==> src/rtl/ec_parity_sched_pkg.sv <==
// Shared sizing defaults, FSM state encoding and width helper for the
// bitmatrix parity scheduler.
package ec_parity_sched_pkg;

    localparam int DEF_W             = 4;
    localparam int DEF_PACKET_LENGTH = 8;
    localparam int DEF_K_MAX         = 8;
    localparam int DEF_M_MAX         = 4;

    typedef enum logic [1:0] {
        ST_IDLE      = 2'd0,
        ST_WAIT_DATA = 2'd1,
        ST_MULT      = 2'd2,
        ST_OUT       = 2'd3
    } state_e;

    // Counter/index width that never collapses to zero bits.
    function automatic int cnt_w(input int n);
        return (n > 1) ? $clog2(n) : 1;
    endfunction

endpackage

==> src/rtl/ec_parity_sched_and_xor.sv <==
// GF(2) bitmatrix-by-block product: output packet i is the XOR of every data
// packet j whose column j has bit i set.
module and_xor_unit #(
    parameter int W             = 4,
    parameter int PACKET_LENGTH = 8
) (
    input  logic [W*W-1:0]             cols,
    input  logic [W*PACKET_LENGTH-1:0] data_packet,
    output logic [W*PACKET_LENGTH-1:0] product
);

    always_comb begin
        product = '0;
        for (int j = 0; j < W; j++) begin
            for (int i = 0; i < W; i++) begin
                if (cols[j*W + i]) begin
                    product[i*PACKET_LENGTH +: PACKET_LENGTH] =
                        product[i*PACKET_LENGTH +: PACKET_LENGTH] ^
                        data_packet[j*PACKET_LENGTH +: PACKET_LENGTH];
                end
            end
        end
    end

endmodule

==> src/rtl/ec_parity_sched.sv <==
// Erasure-code parity scheduler: accepts k data blocks, folds each into m
// parity accumulators via bitmatrix reads, then streams the m parity blocks out.
module ec_parity_sched
    import ec_parity_sched_pkg::*;
#(
    parameter int  W             = DEF_W,
    parameter int  PACKET_LENGTH = DEF_PACKET_LENGTH,
    parameter int  K_MAX         = DEF_K_MAX,
    parameter int  M_MAX         = DEF_M_MAX,
    localparam int DW            = W * PACKET_LENGTH,
    localparam int KW            = $clog2(K_MAX + 1),
    localparam int MW            = $clog2(M_MAX + 1),
    localparam int AW            = cnt_w(K_MAX * M_MAX),
    localparam int IW            = cnt_w(M_MAX)
) (
    input  logic          clk,
    input  logic          rst,
    input  logic          start,
    input  logic [KW-1:0] k_num,
    input  logic [MW-1:0] m_num,
    input  logic          in_valid,
    output logic          in_ready,
    input  logic [DW-1:0] in_data,
    output logic          bm_rd_en,
    output logic [AW-1:0] bm_rd_addr,
    input  logic [W*W-1:0] bm_rd_data,
    output logic          out_valid,
    input  logic          out_ready,
    output logic [IW-1:0] out_idx,
    output logic [DW-1:0] out_data,
    output logic          busy,
    output logic          done,
    output logic          cfg_err,
    output state_e        dbg_state
);

    localparam int DCW = cnt_w(K_MAX);

    state_e                   state_q, state_d;
    logic [KW-1:0]            k_q, k_d;
    logic [MW-1:0]            m_q, m_d;
    logic [IW-1:0]            p_q, p_d, o_q, o_d, rd_p;
    logic [DCW-1:0]           d_q, d_d;
    logic [DW-1:0]            data_q, data_d, product;
    logic [M_MAX-1:0][DW-1:0] acc_q, acc_d;
    logic                     cfg_ok, p_last, d_last, o_last;

    and_xor_unit #(.W(W), .PACKET_LENGTH(PACKET_LENGTH)) u_and_xor (
        .cols        (bm_rd_data),
        .data_packet (data_q),
        .product     (product)
    );

    assign cfg_ok = (k_num != '0) && (k_num <= KW'(K_MAX)) &&
                    (m_num != '0) && (m_num <= MW'(M_MAX));
    assign p_last = (MW'(p_q) == m_q - MW'(1));
    assign d_last = (KW'(d_q) == k_q - KW'(1));
    assign o_last = (MW'(o_q) == m_q - MW'(1));
    assign dbg_state = state_q;

    // Both handshakes transfer on a rising edge where valid and ready are both
    // high; out_valid/out_idx/out_data hold steady until that edge. The read
    // issued with bm_rd_en returns data in the very next (MULT) cycle.
    always_comb begin
        state_d   = state_q;
        k_d       = k_q;
        m_d       = m_q;
        p_d       = p_q;
        d_d       = d_q;
        o_d       = o_q;
        data_d    = data_q;
        acc_d     = acc_q;
        rd_p      = '0;
        in_ready  = 1'b0;
        bm_rd_en  = 1'b0;
        out_valid = 1'b0;
        out_idx   = '0;
        out_data  = '0;
        busy      = 1'b1;
        done      = 1'b0;
        cfg_err   = 1'b0;
        case (state_q)
            ST_IDLE: begin
                busy = 1'b0;
                if (start) begin
                    if (cfg_ok) begin
                        k_d     = k_num;
                        m_d     = m_num;
                        p_d     = '0;
                        d_d     = '0;
                        o_d     = '0;
                        acc_d   = '0;
                        state_d = ST_WAIT_DATA;
                    end else begin
                        cfg_err = 1'b1;
                    end
                end
            end
            ST_WAIT_DATA: begin
                in_ready = 1'b1;
                if (in_valid) begin
                    data_d   = in_data;
                    bm_rd_en = 1'b1;
                    p_d      = '0;
                    state_d  = ST_MULT;
                end
            end
            ST_MULT: begin
                acc_d[p_q] = acc_q[p_q] ^ product;
                if (!p_last) begin
                    bm_rd_en = 1'b1;
                    rd_p     = p_q + IW'(1);
                    p_d      = p_q + IW'(1);
                end else if (!d_last) begin
                    d_d     = d_q + DCW'(1);
                    p_d     = '0;
                    state_d = ST_WAIT_DATA;
                end else begin
                    p_d     = '0;
                    o_d     = '0;
                    state_d = ST_OUT;
                end
            end
            ST_OUT: begin
                out_valid = 1'b1;
                out_idx   = o_q;
                out_data  = acc_q[o_q];
                if (out_ready) begin
                    if (o_last) begin
                        done    = 1'b1;
                        state_d = ST_IDLE;
                    end else begin
                        o_d = o_q + IW'(1);
                    end
                end
            end
            default: state_d = ST_IDLE;
        endcase
        bm_rd_addr = bm_rd_en ? AW'(int'(rd_p) * K_MAX + int'(d_q)) : '0;
    end

    always_ff @(posedge clk) begin
        if (rst) begin
            state_q <= ST_IDLE;
            k_q     <= '0;
            m_q     <= '0;
            p_q     <= '0;
            d_q     <= '0;
            o_q     <= '0;
            data_q  <= '0;
            acc_q   <= '0;
        end else begin
            state_q <= state_d;
            k_q     <= k_d;
            m_q     <= m_d;
            p_q     <= p_d;
            d_q     <= d_d;
            o_q     <= o_d;
            data_q  <= data_d;
            acc_q   <= acc_d;
        end
    end

endmodule

==> config.mk <==
export PLATFORM = sky130hd
export DESIGN_NAME = ec_parity_sched
export DESIGN_NICKNAME = d
export VERILOG_FILES = /design/src/rtl/ec_parity_sched_pkg.sv /design/src/rtl/ec_parity_sched_and_xor.sv /design/src/rtl/ec_parity_sched.sv
export SDC_FILE = /design/constraint.sdc
export NUM_CORES = 1
export LEC_CHECK = 0
export ABC_AREA = 1
export CORE_MARGIN = 5
export CORE_UTILIZATION = 55
export DETAILED_ROUTE_END_ITERATION = 6
export GPL_ROUTABILITY_DRIVEN = 1
export GPL_TIMING_DRIVEN = 0
export PLACE_DENSITY = 0.77
export SKIP_CTS_REPAIR_TIMING = 1
export SLEW_MARGIN = 20
export SYNTH_ARGS = -nofsm -noshare
export SYNTH_HDL_FRONTEND = slang
export SYNTH_SLANG_ARGS = --single-unit
export TNS_END_PERCENT = 100
==> constraint.sdc <==
create_clock -name clk -period 3 [get_ports clk]
set_input_delay 0.3 -clock clk [delete_from_list [all_inputs] [get_ports clk]]
set_output_delay 0.3 -clock clk [all_outputs]
set_load 0.02 [all_outputs]
==> run_results.csv, run 1 <==
group,metric,value,unit
worst_setup_path,cp_top_family,"buffers and inverters",
synthesis,synth-edff-count,0,
detailed_routing,avgViaCountPerCell,5.69,
floorplan,rows,52,
synthesis,synthDistinctLibCells,32,
pwr,power_density,506,nW/um2
clocking,clk_pin_slew,0.07,ns
floorplan,core-area,20000,um2
placed_design,pre_cts_ws,0.197,ns
detailed_routing,drc_errors,1,
finish,final.fill_count,1905,
worst_setup_path,critPathCaptureType,"output port",
worst_setup_path,path_buf_inv,4,
synthesis,synthArstFlopShare,0,
sta,whs,0.465,ns
synthesis,syn_area,11100,um2
placed_design,place_congestion,0.979,
sta,relSlewSlack,0.421,
synthesis,yosys.area.top_type_share,0.317,
grt,grt_use_total,0.326,
synthesis,synth_cells,1743,
sta,fin_crit,2.95,ns
worst_setup_path,worstPathCellList,"buf_2 > inv_1 > clkbuf_2 > nor2_1 > o21ai_0 > a21oi_1 > clkdlybuf4s50_1",
sta,finalSetupViolCount,0,
run_status,violations,"DRC",
grt,grt-ovfl-total,0,
grt,use_met2,0.521,
detailed_routing,dr.pass1.iters,7,
sta,final-hold-violation-count,0,
floorplan,initial_core_util,0.554,
synthesis,yosys.area.top_type,"dfxtp_1",
synthesis,synth_warnings,0,
run_status,status,"complete, but fails checks",
sta,setup_tns,0,ns
pwr,p_leak,0.00464,uW
worst_setup_path,crit_fanout,10,
pwr,ir_worst_vdd,0.000400,V
detailed_routing,routedWlPerCell,18.4,um
run,max_cap_violations,0,
finish,drive_gt1_frac,0.0639,
grt,met1_usage,0.423,
floorplan,dieHeight,152,um
synthesis,avgSynthCellArea,6.37,um2
clocking,root_buffer,"clkbuf_16",
placed_design,hpwlAfterDp,28700,um
finish,antenna_cells,0,
grt,gr-usage-met3,0.0703,
finish,final_common_cell,"nand2_1",
synthesis,synth_seq_cells,176,
clocking,cts_max_level,4,
sta,fin_crit_sh,0.983,
finish,finish.utilization,0.648,
worst_setup_path,crit_type,"reg2out",
sta,finalMaxSlewViolations,0,
min_path,hp-class,"reg2reg",
synthesis,ys_seq_area_frac,0.317,
detailed_routing,routed_wirelength,39200,um
floorplan,die_area,23100,um2
clocking,clkLatencyLatePin,0.45,ns
clocking,numClockSinks,176,
sta,tightest_slew,0.868,ns
detailed_routing,num_vias,12131,
detailed_routing,initialDrtViolationCount,1394,
grt,grt_pass1_wl,60500,um
worst_setup_path,critPathMaxStageDelay,0.67,ns
synthesis,synthFlopType,"dfxtp_1",
finish,final_cell_mix,"nand2_1, a21oi_1, dfxtp_1",
clocking,cts_made_buffers,17,
grt,busiest_layer,"met2",
finish,fin_nets,1922,
worst_setup_path,cp-start-kind,"flip-flop",
pwr,power,6570,uW
grt,grt_max_degree,17,
worst_setup_path,worst_ep_arrival_time,2.65,ns
worst_setup_path,required,2.70,ns
sta,fmax,339,MHz
synthesis,syn_nets,1815,
synthesis,synth_area_leaders,"dfxtp_1, nand2_1, a21oi_1",
clocking,clock_path_buffers,2,
detailed_routing,drtAntennaViolNets,0,
grt,grt_pass1_vias,11066,
finish,areaGrowthSynthToFinish,17.0,%
sta,postLayoutSetupSlackWorst,0.0503,ns
floorplan,chipWidth,152,um
clocking,cts_tree,"yes",
grt,antenna_found_initial,0,
floorplan,io-pin-count,107,
worst_setup_path,slowest_stage,"clkdlybuf4s50_1",
sta,skew,0.0105,ns
placed_design,portBuffers,89,
==> logic make-up after synthesis <==
kind of cell             share of synthesized area
XOR/XNOR                                     0.112
adder cells (fa/ha/maj)                     0.0135
flip-flops                                   0.317
buffers and inverters                       0.0864
AO/OA/AOI/OAI                                0.199
AND/OR/NAND/NOR                              0.271
==> state kept, by name (all words and copies together) (netlist names) <==
signal	count
d_q	3
m_q	3
o_q	2
acc_q	128
dbg_state	2
data_q	32
k_q	4
p_q	2
==> stage by stage <==
stage | std cells | cell area, um2
after floorplan | 1743 | 11100
after global placement | 2102 | 12300
final | 2133 | 13000
after CTS | 2134 | 12900
after global routing | 2133 | 13000
after detailed placement | 2102 | 12300
==> report_power, final <==
part / switching, uW / leakage, uW / internal [uW] / total [uW]
Clock: 1060 / 0.000290 / 1330 / 2390
Combinational: 1130 / 0.00293 / 528 / 1660
Sequential: 115 / 0.00142 / 2400 / 2520
==> area by class of cell <==
type,count,area (um2),share of cell area
multi-input cells,1350,6630,0.511
flip-flops and latches,176,3520,0.272
well taps,270,338,0.0260
plain buffers,111,579,0.0446
inverters,105,398,0.0307
repair buffers,89,901,0.0694
clock inverters,14,181,0.0140
clock buffers,18,429,0.0331
==> metal layers <==
| layer | share of wire | vias to the layer above |
|---|---|---|
| met5 | 0 | - |
| met4 | 0.051 | 0 |
| met3 | 0.11 | 172 |
| met2 | 0.45 | 690 |
| met1 | 0.39 | 5496 |
| li1 | - | 5773 |
==> final timing paths <==
path	start	end	slack (ns)	cells past startpoint
worst max-delay path	o_q[1]	out_data[30]	0.05	7
worst min register to register	acc_q[3]	acc_q[3]	0.46	2
worst max register to register	p_q[1]	acc_q[5]	0.59	10
worst min-delay path	acc_q[3]	acc_q[3]	0.46	2
==> worst register-to-register path, cell delays in order (launching register included) <==
cell,delay [ns]
dfxtp_1,0.33
buf_2,0.21
inv_2,0.18
clkbuf_1,0.62
o211ai_1,0.24
nand2_1,0.21
inv_1,0.07
nand2_1,0.06
nand2_1,0.17
nand2_1,0.12
a21oi_1,0.07
==> Yosys cell counts, types with 3 or more instances <==
| master | count |
|---|---|
| o21ai_1 | 10 |
| o21ai_2 | 4 |
| nand2_1 | 602 |
| xor2_1 | 60 |
| buf_1 | 9 |
| o21ai_0 | 139 |
| clkbuf_1 | 50 |
| inv_1 | 101 |
| ha_1 | 12 |
| buf_2 | 24 |
| nand4_1 | 3 |
| buf_6 | 12 |
| xnor2_1 | 82 |
| nor2_1 | 127 |
| clkbuf_2 | 16 |
| a21oi_1 | 253 |
| inv_2 | 3 |
| dfxtp_1 | 176 |
| nand3_1 | 22 |
| o211ai_1 | 20 |
| nor3_1 | 3 |
(Power assumes the default switching activity.)
==> run 2, diff against run 1 <==
- clock period: 3 -> 2.9 ns (I/O delays scaled with it)
==> run 2 against run 1 <==
The flow now finishes without violations. Register-to-register slack worse by 0.12 ns. Critical path depth is 1 lower. Cell count stayed put. Global-route usage stayed put. Clock power is 4% higher. Combinational power is 4% higher. Clock skew is 0.0023 ns higher. Sequential power is 3% higher. Via count is 0.39% higher. Clock-buffer cell count stayed put. Die area stayed put.
==> run_results.csv, run 2 (synthesis results as in run 1) <==
group,metric,value,unit
grt,antenna_found_initial,0,
detailed_routing,initialDrtViolationCount,1389,
worst_setup_path,worstPathCellList,"inv_1 > buf_2 > buf_2 > o21ai_0 > a21oi_1 > clkdlybuf4s50_1",
sta,rsz0062_at_grt,"no",
clocking,clkLatencyLatePin,0.45,ns
floorplan,rows,52,
min_path,hp-class,"in2reg",
sta,fmax,349,MHz
finish,finalInstanceArea,13000,um2
finish,final_common_cell,"nand2_1",
finish,drive_gt1_frac,0.0644,
clocking,cts_made_buffers,17,
floorplan,chipWidth,152,um
grt,grt_use_total,0.326,
run,max_cap_violations,0,
detailed_routing,dr.pass1.iters,6,
finish,final_cells,2133,
grt,grt_pass1_wl,60500,um
worst_setup_path,rrSetupSlack,0.47,ns
worst_setup_path,slowest_stage,"clkdlybuf4s50_1",
grt,grt_pass1_vias,11066,
run_status,status,"finished, final reports clean",
placed_design,placed_area,12300,um2
floorplan,io-pin-count,107,
clocking,root_buffer,"clkbuf_16",
worst_setup_path,cp-start-kind,"flip-flop",
worst_setup_path,crit_type,"reg2out",
grt,grt-ovfl-total,0,
clocking,cts_max_level,4,
finish,antenna_cells,0,
floorplan,die_area,23100,um2
sta,skew,0.0128,ns
detailed_routing,num_vias,12178,
sta,relSlewSlack,0.448,
worst_setup_path,cpMostUsedCell,"buf_2",
finish,reg.largest.list,"acc_q x128, data_q x32, k_q x4",
finish,fin_nets,1922,
sta,final-hold-violation-count,0,
sta,finalSetupViolCount,0,
clocking,clk_pin_slew,0.07,ns
pwr,p_leak,0.00492,uW
sta,postLayoutSetupSlackWorst,0.0382,ns
sta,finalMaxSlewViolations,0,
placed_design,pre_cts_ws,0.107,ns
placed_design,place_congestion,0.979,
detailed_routing,drc_errors,0,
finish,largest_reg_flops,128,
worst_setup_path,required,2.61,ns
pwr,power_density,523,nW/um2
detailed_routing,routedWlPerCell,18.3,um
floorplan,dieHeight,152,um
worst_setup_path,critPathCaptureType,"output port",
finish,final.fill_count,1897,
clocking,cts_tree,"yes",
grt,grt_max_degree,17,
worst_setup_path,worst_ep_arrival_time,2.57,ns
placed_design,portBuffers,89,
finish,top_register,"acc_q",
floorplan,initial_core_util,0.554,
finish,finish.utilization,0.650,
detailed_routing,drtAntennaViolNets,0,
sta,tightest_slew,0.828,ns
clocking,clock_path_buffers,2,
worst_setup_path,critPathMaxStageDelay,0.66,ns
pwr,ir_worst_vdd,0.000414,V
detailed_routing,routed_wirelength,39100,um
floorplan,core-area,20000,um2
worst_setup_path,crit_fanout,10,
sta,fin_crit,2.86,ns
sta,fin_crit_sh,0.987,
finish,final_cell_mix,"nand2_1, a21oi_1, dfxtp_1",
clocking,numClockSinks,176,
placed_design,dp_cells,2102,
placed_design,hpwlAfterDp,28700,um
finish,areaGrowthSynthToFinish,17.3,%
detailed_routing,avgViaCountPerCell,5.71,
run 2: report_power, final:
group          internal [uW]  switching, uW  leakage (uW)
Clock                   1370           1110      0.000290
Combinational            546           1170       0.00321
Sequential              2490            118       0.00142
run 2: critical path: cells and delay by family, from the launching register on:
kind	cells	cell delay (ns)
AO/OA/AOI/OAI	2	0.40
flip-flops	1	0.33
buffers and inverters	4	1.40
run 2: path summary, 6_finish.rpt:
| path | startpoint | end | cells past startpoint |
|---|---|---|---|
| worst max-delay path | o_q[0] | out_data[0] | 6 |
| worst min-delay path | in_data[7] | data_q[7] | 3 |
| worst max register to register | p_q[1] | acc_q[5] | 10 |
| worst min register to register | acc_q[21] | acc_q[21] | 2 |
run 2: final cells by class:
cell class,count,area [um2],share of cell area
multi-input combinational,1350,6630,0.509
sequential,176,3520,0.271
timing repair buffer,89,938,0.0721
buffer,111,581,0.0446
clock buffer,18,429,0.0330
inverter,105,398,0.0306
tap,270,338,0.0259
clock inverter,14,181,0.0139
run 2: per-layer routing:
metal	wire [um]	global-route usage	vias up
li1	-	-	5769
met1	15400	0.423	5523
met2	17600	0.521	718
met3	4280	0.0703	168
met4	1930	0.153	0
met5	0	0	-
run 2: metrics by stage:
stage / setup TNS, ns / total power, uW / hold slack (ns)
floorplan: 0 / 3730 / 0.433
global placement: 0 / 4290 / 0.453
detailed placement: 0 / 4320 / 0.455
CTS: -9.89 / 6740 / 0.462
global route: 0 / 7050 / 0.481
finish: 0 / 6800 / 0.465
==> run 3, diff against run 2 <==
- CORE_MARGIN: 5 -> 4
- SLEW_MARGIN: 20 -> not set
==> run 3 against run 2 <==
Cell count down 0.19%. Non-clock buffer count up 1. Clock skew shrank 0.0032 ns. Cell area about the same. Fmax is 0.66% higher. Clock-buffer cell count grew 3. Global-route usage increased by 1.5 points. Wire length down 0.40%. Largest power group unchanged. Highest routed layer unchanged.
==> run_results.csv, run 3 (synthesis results as in run 1) <==
group,metric,value,unit
placed_design,placed_area,12300,um2
floorplan,chipWidth,150,um
finish,drive_gt1_frac,0.0671,
worst_setup_path,crit_fanout,10,
clocking,numClockSinks,176,
placed_design,portBuffers,89,
grt,grt-ovfl-total,0,
pwr,combPwrFrac,0.258,
sta,fin_crit,2.84,ns
finish,areaGrowthSynthToFinish,17.2,%
floorplan,core-area,19700,um2
grt,grt_max_degree,17,
worst_setup_path,critPathMaxStageDelay,0.66,ns
worst_setup_path,worst_ep_arrival_time,2.55,ns
placed_design,hpwlAfterDp,28300,um
pwr,power.switching,2360,uW
min_path,hold-path-endpoint,"acc_q[75]",
detailed_routing,avgViaCountPerCell,5.72,
sta,skew,0.00957,ns
worst_setup_path,rrSetupSlack,0.47,ns
detailed_routing,drtAntennaViolNets,0,
worst_setup_path,crit_type,"reg2out",
floorplan,die_area,22500,um2
pwr,share_seq_of_total_power,0.386,
floorplan,dieHeight,150,um
floorplan,rows,51,
min_path,hp-class,"reg2reg",
detailed_routing,routedWlPerCell,18.3,um
worst_setup_path,critPathCaptureType,"output port",
grt,antenna_found_initial,0,
sta,tightest_slew,0.825,ns
sta,finalMaxSlewViolations,0,
sta,rsz0062_at_grt,"no",
worst_setup_path,r2r-end,"acc_q[103]",
pwr,clock_power_share,0.356,
finish,final_cell_mix,"nand2_1, a21oi_1, dfxtp_1",
run,max_cap_violations,0,
worst_setup_path,r2r_cells,10,
detailed_routing,num_vias,12169,
clocking,clock_path_buffers,2,
min_path,holdCritStartpoint,"acc_q[75]",
worst_setup_path,worstPathCellList,"inv_1 > clkbuf_2 > buf_2 > o21ai_0 > a21oi_1 > clkdlybuf4s50_1",
worst_setup_path,required,2.61,ns
pwr,power_density,519,nW/um2
clocking,clk_pin_slew,0.07,ns
finish,final_common_cell,"nand2_1",
worst_setup_path,cp-start-kind,"flip-flop",
detailed_routing,drc_errors,0,
pwr,p_int,4380,uW
grt,grt_pass1_wl,59400,um
sta,relSlewSlack,0.450,
sta,final-hold-violation-count,0,
clocking,clkLatencyLatePin,0.44,ns
floorplan,initial_core_util,0.565,
finish,largest_reg_flops,128,
min_path,holdPathStages,2,
worst_setup_path,slowest_stage,"clkdlybuf4s50_1",
detailed_routing,dr.pass1.iters,7,
detailed_routing,routed_wirelength,39000,um
clocking,root_buffer,"clkbuf_16",
placed_design,place_congestion,0.979,
sta,finalSetupViolCount,0,
floorplan,io-pin-count,107,
finish,top_register,"acc_q",
finish,finish.utilization,0.662,
sta,fin_crit_sh,0.980,
pwr,ir_worst_vdd,0.000374,V
worst_setup_path,rr_startpoint,"p_q[1]",
sta,fmax,352,MHz
finish,reg.largest.list,"acc_q x128, data_q x32, k_q x4",
finish,antenna_cells,0,
run_status,status,"finished, final reports clean",
pwr,p_leak,0.00485,uW
grt,grt_pass1_vias,11156,
pwr,swShare,0.350,
clocking,cts_made_buffers,17,
clocking,cts_tree,"yes",
finish,finalInstanceArea,13000,um2
grt,grt_use_total,0.342,
finish,fin_nets,1923,
clocking,cts_max_level,4,
detailed_routing,initialDrtViolationCount,1246,
finish,final.fill_count,1852,
-- run 3: changes by cell type in the layout (fill, tap and decap cells not counted), moves of 3 or more --
cell,delta
clkbuf_8,+3
clkbuf_1,-3
clkdlybuf4s50_1,+4
dlymetal6s2s_1,-4
-- run 3: metal layers --
| layer | GRT usage | vias up | part of all wire |
|---|---|---|---|
| li1 | - | 5777 | - |
| met1 | 0.424 | 5471 | 0.38 |
| met2 | 0.539 | 748 | 0.44 |
| met3 | 0.101 | 173 | 0.12 |
| met4 | 0.170 | 0 | 0.054 |
| met5 | 0 | - | 0 |
-- run 3: power groups by stage --
stage | Sequential (uW) | Clock, uW | Combinational [uW]
6_report | 2600 | 2400 | 1740
5_1_grt | 2610 | 2500 | 1880
3_3_place_gp | 2650 | 0 | 1640
3_5_place_dp | 2650 | 0 | 1660
2_1_floorplan | 2610 | 0 | 1130
4_1_cts | 2590 | 2380 | 1670
-- run 3: layout make-up --
class                   instances  area, um2  area share
multi-input cells            1350       6640       0.510
flip-flops and latches        176       3520       0.271
repair buffers                 89        928      0.0714
plain buffers                 112        591      0.0454
clock buffers                  21        470      0.0362
inverters                     105        398      0.0306
well taps                     265        332      0.0255
clock inverters                11        129     0.00991
-- run 3: worst max-delay path by stage --
stage / start / to / slack (ns) / cells after the start
after floorplan: dbg_state[0] / bm_rd_addr[0] / 0.70 / 5
after global placement: dbg_state[0] / out_data[30] / -0.02 / 5
after detailed placement: dbg_state[0] / out_data[15] / 0.04 / 5
after CTS: dbg_state[0] / out_data[15] / -0.43 / 5
after global routing: o_q[0] / out_data[11] / 0.004 / 6
final: o_q[0] / out_data[1] / 0.06 / 6
-- run 3: metrics by stage --
stage	total power [uW]	TNS (ns)	setup WS, ns	cells	hold WS (ns)
after floorplan	3730	0	0.697	1743	0.433
after global placement	4290	-0.0256	-0.0238	2097	0.453
after detailed placement	4310	0	0.0408	2097	0.456
after CTS	6650	-10.98	-0.429	2129	0.466
after global routing	6980	0	0.00441	2129	0.479
final	6750	0	0.0570	2129	0.465
-- run 3: critical path, delay by kind of cell (launching register included) --
kind                   cells  cell delay, ns
buffers and inverters      4            1.42
AO/OA/AOI/OAI              2            0.38
flip-flops                 1            0.32
